File: config.mk
export PLATFORM = sky130hd
export DESIGN_NAME = rst_seq_mgr
export DESIGN_NICKNAME = d
export VERILOG_FILES = /design/src/rtl/rst_seq_mgr.sv
export SDC_FILE = /design/constraint.sdc
export NUM_CORES = 1
export LEC_CHECK = 0
export ABC_AREA = 1
export CORE_MARGIN = 4
export CORE_UTILIZATION = 30
export CTS_BUF_LIST = sky130_fd_sc_hd__clkbuf_4 sky130_fd_sc_hd__clkbuf_8
export DETAILED_ROUTE_END_ITERATION = 10
export HOLD_SLACK_MARGIN = 0.08
export PLACE_DENSITY = 0.54
export SYNTH_ARGS = -nofsm -noshare
export SYNTH_HDL_FRONTEND = slang
export SYNTH_SLANG_ARGS = --single-unit
File: constraint.sdc
create_clock -name clk_in -period 1.47 [get_ports clk_in]
set_input_delay 0.147 -clock clk_in [delete_from_list [all_inputs] [get_ports clk_in]]
set_output_delay 0.147 -clock clk_in [all_outputs]
set_load 0.01 [all_outputs]
File: src/rtl/rst_seq_mgr.sv
// rst_seq_mgr: PLL-lock qualified reset sequencer for N_RST downstream channels.
// Ports: clk_in/rst_n_in (sync, active-low), pll_lock (async), sw_rst_req,
//        lock_lost_clr in; pll_reset_n, rst_out[N_RST], ready, lock_lost out.
module rst_seq_mgr #(
  parameter int unsigned N_RST          = 4,
  parameter int unsigned CNT_W          = 8,
  parameter int unsigned SYNC_STAGES    = 2,
  parameter int unsigned PLL_RST_CYCLES = 4,
  parameter int unsigned LOCK_TIMEOUT   = 200,
  parameter int unsigned SETTLE_CYCLES  = 16,
  parameter int unsigned STEP_CYCLES    = 4,
  parameter int unsigned LOCK_FILT      = 3
) (
  input  logic             clk_in,
  input  logic             rst_n_in,
  input  logic             pll_lock,
  input  logic             sw_rst_req,
  input  logic             lock_lost_clr,
  output logic             pll_reset_n,
  output logic [N_RST-1:0] rst_out,
  output logic             ready,
  output logic             lock_lost
);

  localparam longint unsigned CNT_MAX = (64'd1 << CNT_W) - 64'd1;
  localparam bit P_OK = (N_RST >= 1) && (N_RST <= 16) && (SYNC_STAGES >= 2) &&
                        (PLL_RST_CYCLES >= 1) && (LOCK_TIMEOUT >= 1) &&
                        (SETTLE_CYCLES >= 1) && (STEP_CYCLES >= 1) && (LOCK_FILT >= 1) &&
                        (PLL_RST_CYCLES <= CNT_MAX) && (LOCK_TIMEOUT <= CNT_MAX) &&
                        (SETTLE_CYCLES <= CNT_MAX) && (STEP_CYCLES <= CNT_MAX);

  if (!P_OK) begin : g_param_err
    $error("rst_seq_mgr: illegal parameter combination");
  end

  localparam int unsigned IDX_W  = (N_RST > 1) ? $clog2(N_RST) : 1;
  localparam int unsigned FILT_W = $clog2(LOCK_FILT + 1);

  localparam logic [CNT_W-1:0]  C_PLL    = CNT_W'(PLL_RST_CYCLES - 1);
  localparam logic [CNT_W-1:0]  C_TO     = CNT_W'(LOCK_TIMEOUT - 1);
  localparam logic [CNT_W-1:0]  C_SETTLE = CNT_W'(SETTLE_CYCLES - 1);
  localparam logic [CNT_W-1:0]  C_STEP   = CNT_W'(STEP_CYCLES - 1);
  localparam logic [IDX_W-1:0]  C_LAST   = IDX_W'(N_RST - 1);
  localparam logic [FILT_W-1:0] C_FILT   = FILT_W'(LOCK_FILT);

  typedef enum logic [2:0] {
    ST_PLL_RST,
    ST_WAIT_LOCK,
    ST_SETTLE,
    ST_RELEASE,
    ST_RUN
  } state_t;

  state_t                 r_state;
  state_t                 w_state_nxt;
  logic [SYNC_STAGES-1:0] r_sync;
  logic                   w_lock_s;
  logic [CNT_W-1:0]       r_cnt;
  logic [CNT_W-1:0]       w_cnt_nxt;
  logic [IDX_W-1:0]       r_idx;
  logic [IDX_W-1:0]       w_idx_nxt;
  logic [IDX_W-1:0]       w_idx_inc;
  logic [FILT_W-1:0]      r_filt;
  logic [FILT_W-1:0]      w_filt_nxt;
  logic [FILT_W-1:0]      w_filt_inc;
  logic                   w_loss;

  logic                   r_pll_reset_n;
  logic [N_RST-1:0]       r_rst_out;
  logic                   r_ready;
  logic                   r_lock_lost;
  logic                   w_pll_reset_n_nxt;
  logic [N_RST-1:0]       w_rst_out_nxt;
  logic                   w_ready_nxt;
  logic                   w_lock_lost_nxt;

  assign w_lock_s    = r_sync[SYNC_STAGES-1];
  assign w_idx_inc   = r_idx + 1'b1;
  assign w_filt_inc  = (r_filt == C_FILT) ? r_filt : r_filt + 1'b1;

  assign pll_reset_n = r_pll_reset_n;
  assign rst_out     = r_rst_out;
  assign ready       = r_ready;
  assign lock_lost   = r_lock_lost;

  always_ff @(posedge clk_in) begin
    if (!rst_n_in) begin
      r_sync        <= '0;
      r_state       <= ST_PLL_RST;
      r_cnt         <= '0;
      r_idx         <= '0;
      r_filt        <= '0;
      r_pll_reset_n <= 1'b0;
      r_rst_out     <= '1;
      r_ready       <= 1'b0;
      r_lock_lost   <= 1'b0;
    end else begin
      r_sync        <= {r_sync[SYNC_STAGES-2:0], pll_lock};
      r_state       <= w_state_nxt;
      r_cnt         <= w_cnt_nxt;
      r_idx         <= w_idx_nxt;
      r_filt        <= w_filt_nxt;
      r_pll_reset_n <= w_pll_reset_n_nxt;
      r_rst_out     <= w_rst_out_nxt;
      r_ready       <= w_ready_nxt;
      r_lock_lost   <= w_lock_lost_nxt;
    end
  end

  always_comb begin
    w_state_nxt = r_state;
    w_cnt_nxt   = r_cnt + 1'b1;
    w_idx_nxt   = r_idx;
    w_filt_nxt  = '0;
    w_loss      = 1'b0;
    unique case (r_state)
      ST_PLL_RST: begin
        if (r_cnt == C_PLL) begin
          w_state_nxt = ST_WAIT_LOCK;
          w_cnt_nxt   = '0;
        end
      end
      ST_WAIT_LOCK: begin
        if (w_lock_s) begin
          w_state_nxt = ST_SETTLE;
          w_cnt_nxt   = '0;
        end else if (r_cnt == C_TO) begin
          w_state_nxt = ST_PLL_RST;
          w_cnt_nxt   = '0;
        end
      end
      ST_SETTLE: begin
        if (!w_lock_s) begin
          w_state_nxt = ST_WAIT_LOCK;
          w_cnt_nxt   = '0;
        end else if (r_cnt == C_SETTLE) begin
          w_state_nxt = (N_RST == 1) ? ST_RUN : ST_RELEASE;
          w_cnt_nxt   = '0;
          w_idx_nxt   = '0;
        end
      end
      ST_RELEASE, ST_RUN: begin
        // Priority: filtered lock loss, then software request, then sequencing.
        if (!w_lock_s) begin
          w_filt_nxt = w_filt_inc;
        end
        if (!w_lock_s && (w_filt_inc == C_FILT)) begin
          w_loss      = 1'b1;
          w_filt_nxt  = '0;
          w_state_nxt = ST_PLL_RST;
          w_cnt_nxt   = '0;
          w_idx_nxt   = '0;
        end else if (sw_rst_req) begin
          w_filt_nxt  = '0;
          w_state_nxt = ST_SETTLE;
          w_cnt_nxt   = '0;
          w_idx_nxt   = '0;
        end else if (r_state == ST_RELEASE) begin
          if (r_cnt == C_STEP) begin
            w_cnt_nxt = '0;
            w_idx_nxt = w_idx_inc;
            if (w_idx_inc == C_LAST) begin
              w_state_nxt = ST_RUN;
            end
          end
        end else begin
          w_cnt_nxt = '0;
        end
      end
      default: begin
        w_state_nxt = ST_PLL_RST;
        w_cnt_nxt   = '0;
        w_idx_nxt   = '0;
      end
    endcase
  end

  // Outputs are decoded from the next state so they register on the same edge.
  always_comb begin
    w_pll_reset_n_nxt = (w_state_nxt != ST_PLL_RST);
    w_ready_nxt       = (w_state_nxt == ST_RUN);
    w_rst_out_nxt     = '1;
    if (w_state_nxt == ST_RUN) begin
      w_rst_out_nxt = '0;
    end else if (w_state_nxt == ST_RELEASE) begin
      for (int unsigned i = 0; i < N_RST; i++) begin
        if (IDX_W'(i) <= w_idx_nxt) begin
          w_rst_out_nxt[i] = 1'b0;
        end
      end
    end
    if (w_loss) begin
      w_lock_lost_nxt = 1'b1;
    end else if (lock_lost_clr) begin
      w_lock_lost_nxt = 1'b0;
    end else begin
      w_lock_lost_nxt = r_lock_lost;
    end
  end

endmodule
==> results.txt, run 1 <==
Status -> finished with violations
Failing checks -> negative setup slack
Clk buf depth -> 2
Reg2reg start -> r_cnt[4]$_SDFF_PN0_
Clock share of power -> 40.9%
Initial Utilization -> 32.15%
Share of post-route cells with drive strength above 1 -> 41.95%
Die X -> 71.57 um
Pwr Density -> 831.3 mW/mm^2
Clock Latency Late Sink -> 0.27 ns
Routed length per instance -> 11.14 um
CP Launch Type -> flop
Crit-path slowest cell -> dfxtp_4
Root buffer selected by CTS -> clkbuf_8
Starting DRT DRC Count -> 30
RSZ-0062 raised after global routing -> true
Diodes inserted -> 0
Fin. max-slew vios -> 0
CTS tree -> built
Vias -> 1148
Worst r2r dst -> rst_out[1]$_SDFF_PN1_
Lkg Pwr -> 0.7992 nW
Crit path largest cell delay -> 0.37 ns
Final setup vio count -> 5
Setup TNS -> -0.08825 ns
Placed cells -> 241
Placer Congestion -> 0.8723
Total congestion overflow -> 0
Delay-heaviest family, CP -> simple AND/OR/NAND/NOR gates
Fmax achieved -> 0.6640 GHz
Sw Pwr -> 0.3321 mW
R2r setup slk -> -0.04 ns
Final min period -> 1.506 ns
# rows -> 22
Mapped Cells -> 166
Layout Area Growth over Synthesis -> 44.07%
Most frequent cells in the layout -> nand2_1, buf_4, inv_1, dfxtp_1, nor2_2
Clock buffer count from CTS -> 3
Setup Skew -> 0.007822 ns
Crit Path Max Fanout -> 5
Yosys warning count -> 0
Post-synth top area share -> 39.63%
VDD IR max -> 0.4826 mV
Critical path type -> reg -> reg
Crit. path cell count -> 13
Mapped cell area -> 0.001212 mm^2
H-tree depth -> 1
Avg Cell Area, Syn -> 7.304 um^2
Least-Margin Pin Slew -> 0.2584 ns
Internal power -> 1.120 mW
# Max-Cap Violations -> 0
Final antenna-violating net count -> 0
Register bit total from synthesis -> 24
Comb power frac -> 11.9%
Yosys cell types -> 26
Initial antenna violation count -> 0
# DRC -> 0
Port-buffer cells -> 11
Post-DP HPWL -> 2038 um
Nets@finish -> 213
Mapped Nets -> 173
Switching Fraction -> 22.87%
Vias in the first global route -> 1080
Post-Layout Cell Count -> 253
Clock-pin slew on the worst setup and hold paths -> 0.09 ns
DRT Wirelength -> 2819 um
Largest area contributor in the netlist -> dfxtp_1
Relative slew slack -> 82.72%
Final WS setup -> -0.03607 ns
Commonest non-fill, non-tap cell in the layout -> nand2_1
Worst min path class -> in -> reg
Top cells by area, synth -> dfxtp_1, nand2_1, inv_1
Critical path destination -> rst_out[1]$_SDFF_PN1_
CTS Hold Bufs -> 0
Die height -> 71.57 um
Pin count of the biggest net entering global routing -> 15
Die ar. -> 0.005122 mm^2
R2R cell count -> 13
Core Area -> 0.003771 mm^2
PnR Total Power -> 1.452 mW
Via-to-Cell Ratio -> 4.538
Crit end category -> flop
Worst-path cell chain -> nor2_4, nand2_4, nor2_4, nand3_2, nand2_2, nand2_2, nand2_2, nand2_4, nand2_2, inv_2, nand2_2, nand2_2, nand2_1
CP Data Arrival Time -> 1.73 ns
Crit path buf inv count -> 1
Pre-CTS setup slack -> -0.06630 ns
Post-synthesis sequential area ratio -> 39.63%
Final hold vios -> 0
Num ports -> 12
Sink Count -> 24
Most used cell, CP -> nand2_2
Critical Path RT -> 1.70 ns
Total track usage -> 10.78%
Period utilization -> 102.5%
Sequential share of power -> 47.2%
DR pass1 iterations -> 4
First-pass GRT wire length -> 4471 um
CP Launch Point -> r_cnt[4]$_SDFF_PN0_
[layout make-up]
type,instances,area (um^2)
Tap cell,48,60.06
Sequential cell,24,494.2
Clock inverter,1,30.03
Clock buffer,3,41.29
Fill cell,367,2024
Multi-Input combinational cell,119,734.5
Inverter,22,85.08
Timing Repair Buffer,36,301.5
[worst reg2reg max path, stage by stage, from the launching register on]
cell and delay [ns]:
dfxtp_4 0.37, nor2_4 0.14, nand2_4 0.09, nor2_4 0.17
nand3_2 0.14, nand2_2 0.10, nand2_2 0.05, nand2_2 0.09
nand2_4 0.07, nand2_2 0.06, inv_2 0.05, nand2_2 0.05
nand2_2 0.04, nand2_1 0.05
[through the flow]
stage / area (um^2) / hold WS, ns / util [%]
2_1_floorplan: 1212 / 0.2157 / -
3_3_place_gp: 1506 / 0.4010 / 39.95
3_5_place_dp: 1506 / 0.4040 / 39.95
4_1_cts: 1603 / 0.3976 / 42.50
5_1_grt: 1747 / 0.4107 / 46.32
6_report: 1747 / 0.3943 / 46.32
[how the worst min path moves through the flow]
stage,end,slack [ns],from,cells after the start
after floorplan,rst_out[1]$_SDFF_PN1_,0.22,rst_n_in,1
final,r_sync[0]$_SDFF_PN0_,0.39,pll_lock,3
after detailed placement,r_filt[0]$_SDFF_PP0_,0.40,r_filt[0]$_SDFF_PP0_,1
after CTS,r_sync[0]$_SDFF_PN0_,0.40,pll_lock,3
after global placement,r_filt[0]$_SDFF_PP0_,0.40,r_filt[0]$_SDFF_PP0_,1
after global routing,r_sync[0]$_SDFF_PN0_,0.41,pll_lock,3
[registers in the layout, indices dropped and copies added, names as in the netlist]
signal and flops:
lock_lost 1, pll_reset_n 1, r_cnt 8, r_filt 2, r_idx 2, r_state 3, r_sync 2, ready 1
rst_out 4
[routing by layer]
layer	GRT usage, %	vias to the layer above	routed length [um]
li1	-	595	-
met1	12.81	532	1232
met2	18.78	15	1461
met3	2.665	6	78
met4	3.758	0	46
met5	0	-	0
[Yosys cell counts]
master    number
a21oi_1        9
a31oi_1        1
clkbuf_1       1
dfxtp_1       24
ha_1           2
inv_1         20
inv_2          2
nand2_1       42
nand2_2        6
nand2_4        2
nand3_1        9
nand3_2        2
nand3_4        1
nand4_1        2
nor2_1        18
nor2_2         8
nor2_4         3
nor2_8         1
nor3_1         1
nor4_1         1
o21ai_0        3
o21ai_1        2
o21bai_1       1
or2_2          1
xnor2_1        1
xor2_1         3
[cells by family (layout without fill, tap and decap cells)]
kind of cell	count (synthesis)	after routing	synth area share (%)
AOI/OAI and AO/OA	16	16	6.914
xor gates and xnor gates	4	4	2.890
buffers and inverters	23	62	7.121
and+or+nand+nor	97	97	41.38
DFF	24	24	39.63
adders and majority gates	2	2	2.064
[repair_timing]
item,CTS,global route
buffers inserted,0,8
endpoints found under the setup margin,13,14
gates resized for setup,9,31
pin swaps,1,12
cloned,0,0
[power groups by stage]
| stage | logic (mW) | registers, mW | clock network, mW |
|---|---|---|---|
| floorplan | 0.0750 | 0.694 | 0 |
| global placement | 0.134 | 0.693 | 0 |
| detailed placement | 0.139 | 0.694 | 0 |
| CTS | 0.145 | 0.686 | 0.610 |
| global route | 0.193 | 0.688 | 0.635 |
| finish | 0.173 | 0.686 | 0.593 |
Power figures use the tool's default switching activity.
==> run 2: changes to the inputs <==
--- a/config.mk
+++ b/config.mk
@@ -5,13 +5,13 @@
 export SDC_FILE = /design/constraint.sdc
 export NUM_CORES = 1
 export LEC_CHECK = 0
-export ABC_AREA = 1
+export ABC_AREA = 0
 export CORE_MARGIN = 4
 export CORE_UTILIZATION = 30
 export CTS_BUF_LIST = sky130_fd_sc_hd__clkbuf_4 sky130_fd_sc_hd__clkbuf_8
 export DETAILED_ROUTE_END_ITERATION = 10
 export HOLD_SLACK_MARGIN = 0.08
-export PLACE_DENSITY = 0.54
+export PLACE_DENSITY = 0.52
 export SYNTH_ARGS = -nofsm -noshare
 export SYNTH_HDL_FRONTEND = slang
 export SYNTH_SLANG_ARGS = --single-unit
==> results.txt, run 2 <==
Clock-pin slew on the worst setup and hold paths -> 0.09 ns
Final core utilization -> 54.69%
Met3 Routed Length -> 96 um
Share of post-route cells with drive strength above 1 -> 49.73%
Port-buffer cells -> 11
Post-synth EDFFs -> 0
Num ports -> 12
Mapped Cells -> 130
DR pass1 iterations -> 4
Root buffer selected by CTS -> clkbuf_8
Count leader, synth -> dfxtp_1
Die ar. -> 0.004755 mm^2
Pwr Density -> 814.2 mW/mm^2
H-tree depth -> 1
CTS tree -> built
Relative slew slack -> 75.10%
Period utilization -> 133.7%
Sink Count -> 24
Mapped Nets -> 137
RSZ-0062 raised after global routing -> true
Largest area contributor in the netlist -> dfxtp_1
PnR Total Power -> 1.544 mW
Setup TNS -> -6.148 ns
Fmax achieved -> 0.5086 GHz
Final hold vios -> 0
Core Area -> 0.003468 mm^2
Crit Path Max Fanout -> 4
Top FF cell, synth -> dfxtp_1
Post-Layout Cell Count -> 231
Final min period -> 1.966 ns
Vias -> 1135
Vias in the first global route -> 1197
Yosys cell types -> 39
Sw Pwr -> 0.3601 mW
Clock Latency Late Sink -> 0.27 ns
Initial Utilization -> 32.14%
Uppermost layer routed -> met4
Worst-path cell chain -> ha_4, or3b_4, or3_4, nand3_2, nand3_1, or3_1
Most frequent cells in the layout -> buf_4, dfxtp_1, nor2_1
Critical Path RT -> 1.63 ns
Post-DP HPWL -> 2216 um
Clk buf depth -> 2
WL met1 -> 1328 um
Final antenna-violating net count -> 0
VDD IR max -> 0.4985 mV
Pin count of the biggest net entering global routing -> 15
Sequential share of power -> 45.5%
Critical path type -> reg -> reg
Total congestion overflow -> 0
Commonest non-fill, non-tap cell in the layout -> buf_4
CP Launch Type -> flop
Least-Margin Pin Slew -> 0.3723 ns
Diodes inserted -> 0
Switching Fraction -> 23.32%
Top cells by area, synth -> dfxtp_1, nor2_1, a21oi_1
Crit end category -> flop
Yosys warning count -> 0
Final WS setup -> -0.4960 ns
# Max-Cap Violations -> 0
Commonest cells post-synth -> dfxtp_1, nor2_1, a21oi_1
Total track usage -> 14.67%
Starting DRT DRC Count -> 33
Avg Cell Area, Syn -> 8.576 um^2
Failing checks -> negative setup slack
# DRC -> 0
DRT Wirelength -> 3178 um
Clock share of power -> 37.7%
# rows -> 21
Routed length per instance -> 13.76 um
First-pass GRT wire length -> 5181 um
Internal power -> 1.184 mW
Status -> finished with violations
Comb power frac -> 16.8%
Post-synth top area share -> 43.10%
Placed cells -> 221
Lkg Pwr -> 0.7252 nW
Placer Congestion -> 0.8807
Asr flop ratio synth -> 0%
Initial antenna violation count -> 0
Setup Skew -> 0.003868 ns
CTS Hold Bufs -> 0
Crit-path slowest cell -> or3_4
CP Data Arrival Time -> 2.13 ns
Clock buffer count from CTS -> 3
Post-synthesis sequential area ratio -> 43.10%
Via-to-Cell Ratio -> 4.913
Layout Area Growth over Synthesis -> 70.15%
Final setup vio count -> 19
Met2 Wirelength -> 1705 um
Max FFs per register -> 8
Fin. max-slew vios -> 0
Die X -> 68.96 um
Fill count -> 325
Reg with most FFs -> r_cnt
Mapped cell area -> 0.001115 mm^2
Worst min path class -> reg -> reg
Nets@finish -> 193
Die height -> 68.96 um
Crit path largest cell delay -> 0.40 ns
Register bit total from synthesis -> 24
[run 2: final timing paths]
| path | from | end | slack, ns | cells past startpoint |
|---|---|---|---|---|
| worst max register to register | r_cnt[1]$_SDFF_PN0_ | pll_reset_n$_SDFF_PN0_ | -0.50 | 6 |
| worst min register to register | r_filt[0]$_SDFF_PP0_ | r_filt[0]$_SDFF_PP0_ | 0.42 | 1 |
| worst min-delay path | r_filt[0]$_SDFF_PP0_ | r_filt[0]$_SDFF_PP0_ | 0.42 | 1 |
| worst max-delay path | r_cnt[1]$_SDFF_PN0_ | pll_reset_n$_SDFF_PN0_ | -0.50 | 6 |
[run 2: area by class of cell]
cell class	instances	area, um^2	area share (%)
multi-input cells	95	798.3	42.08
inverters	6	22.52	1.187
repair buffers	56	455.4	24.01
flip-flops and latches	24	491.7	25.92
clock inverters	1	30.03	1.583
clock buffers	3	41.29	2.177
well taps	46	57.56	3.034
[run 2: timing repair]
item,in CTS,in global routing
pin swaps,13,8
endpoints found under the setup margin,22,20
cloned,0,0
buffers inserted,6,0
resized for setup,23,20
[run 2: critical path, delay by kind of cell (launching register included)]
| family | cells | cell delay [ns] |
|---|---|---|
| AND/OR/NAND/NOR | 5 | 1.36 |
| flip-flops | 1 | 0.36 |
| adder cells (fa/ha/maj) | 1 | 0.13 |
[run 2: power groups by stage]
| stage | clock (mW) | combinational (mW) | sequential, mW |
|---|---|---|---|
| 6_report | 0.583 | 0.259 | 0.703 |
| 2_1_floorplan | 0 | 0.0887 | 0.710 |
| 3_5_place_dp | 0 | 0.186 | 0.709 |
| 4_1_cts | 0.596 | 0.217 | 0.703 |
| 5_1_grt | 0.616 | 0.283 | 0.707 |
| 3_3_place_gp | 0 | 0.181 | 0.709 |
[run 2: kinds of logic (layout without fill, tap and decap cells)]
logic type	Yosys count	in the layout	synth area share, %
and+or+nand+nor	58	58	28.73
xor gates and xnor gates	5	5	3.929
adders and majority gates	2	2	2.244
AOI/OAI and AO/OA	30	30	18.18
buffers and inverters	11	66	3.815
DFF	24	24	43.10
[run 2: routing by layer]
metal / vias to the layer above / track usage, %
met4: 0 / 5.109
met3: 5 / 2.917
met1: 541 / 16.72
li1: 572 / -
met2: 17 / 26.90
met5: - / 0
[run 2: through the flow]
step	hold WS [ns]	worst slack, ns	instance area, um^2
2_1_floorplan	0.2687	-0.5185	1154
3_3_place_gp	0.3977	-0.5255	1588
3_5_place_dp	0.4024	-0.5597	1588
4_1_cts	0.4167	-0.5018	1800
5_1_grt	0.4377	-0.5818	1897
6_report	0.4188	-0.4960	1897
==> run 3: changes to the inputs <==
--- a/config.mk
+++ b/config.mk
@@ -6,6 +6,7 @@
 export NUM_CORES = 1
 export LEC_CHECK = 0
 export ABC_AREA = 0
+export CAP_MARGIN = 20
 export CORE_MARGIN = 4
 export CORE_UTILIZATION = 30
 export CTS_BUF_LIST = sky130_fd_sc_hd__clkbuf_4 sky130_fd_sc_hd__clkbuf_8
==> results of run 3 <==
Same layout as run 2: the final DEF is identical, and so are final timing and power.
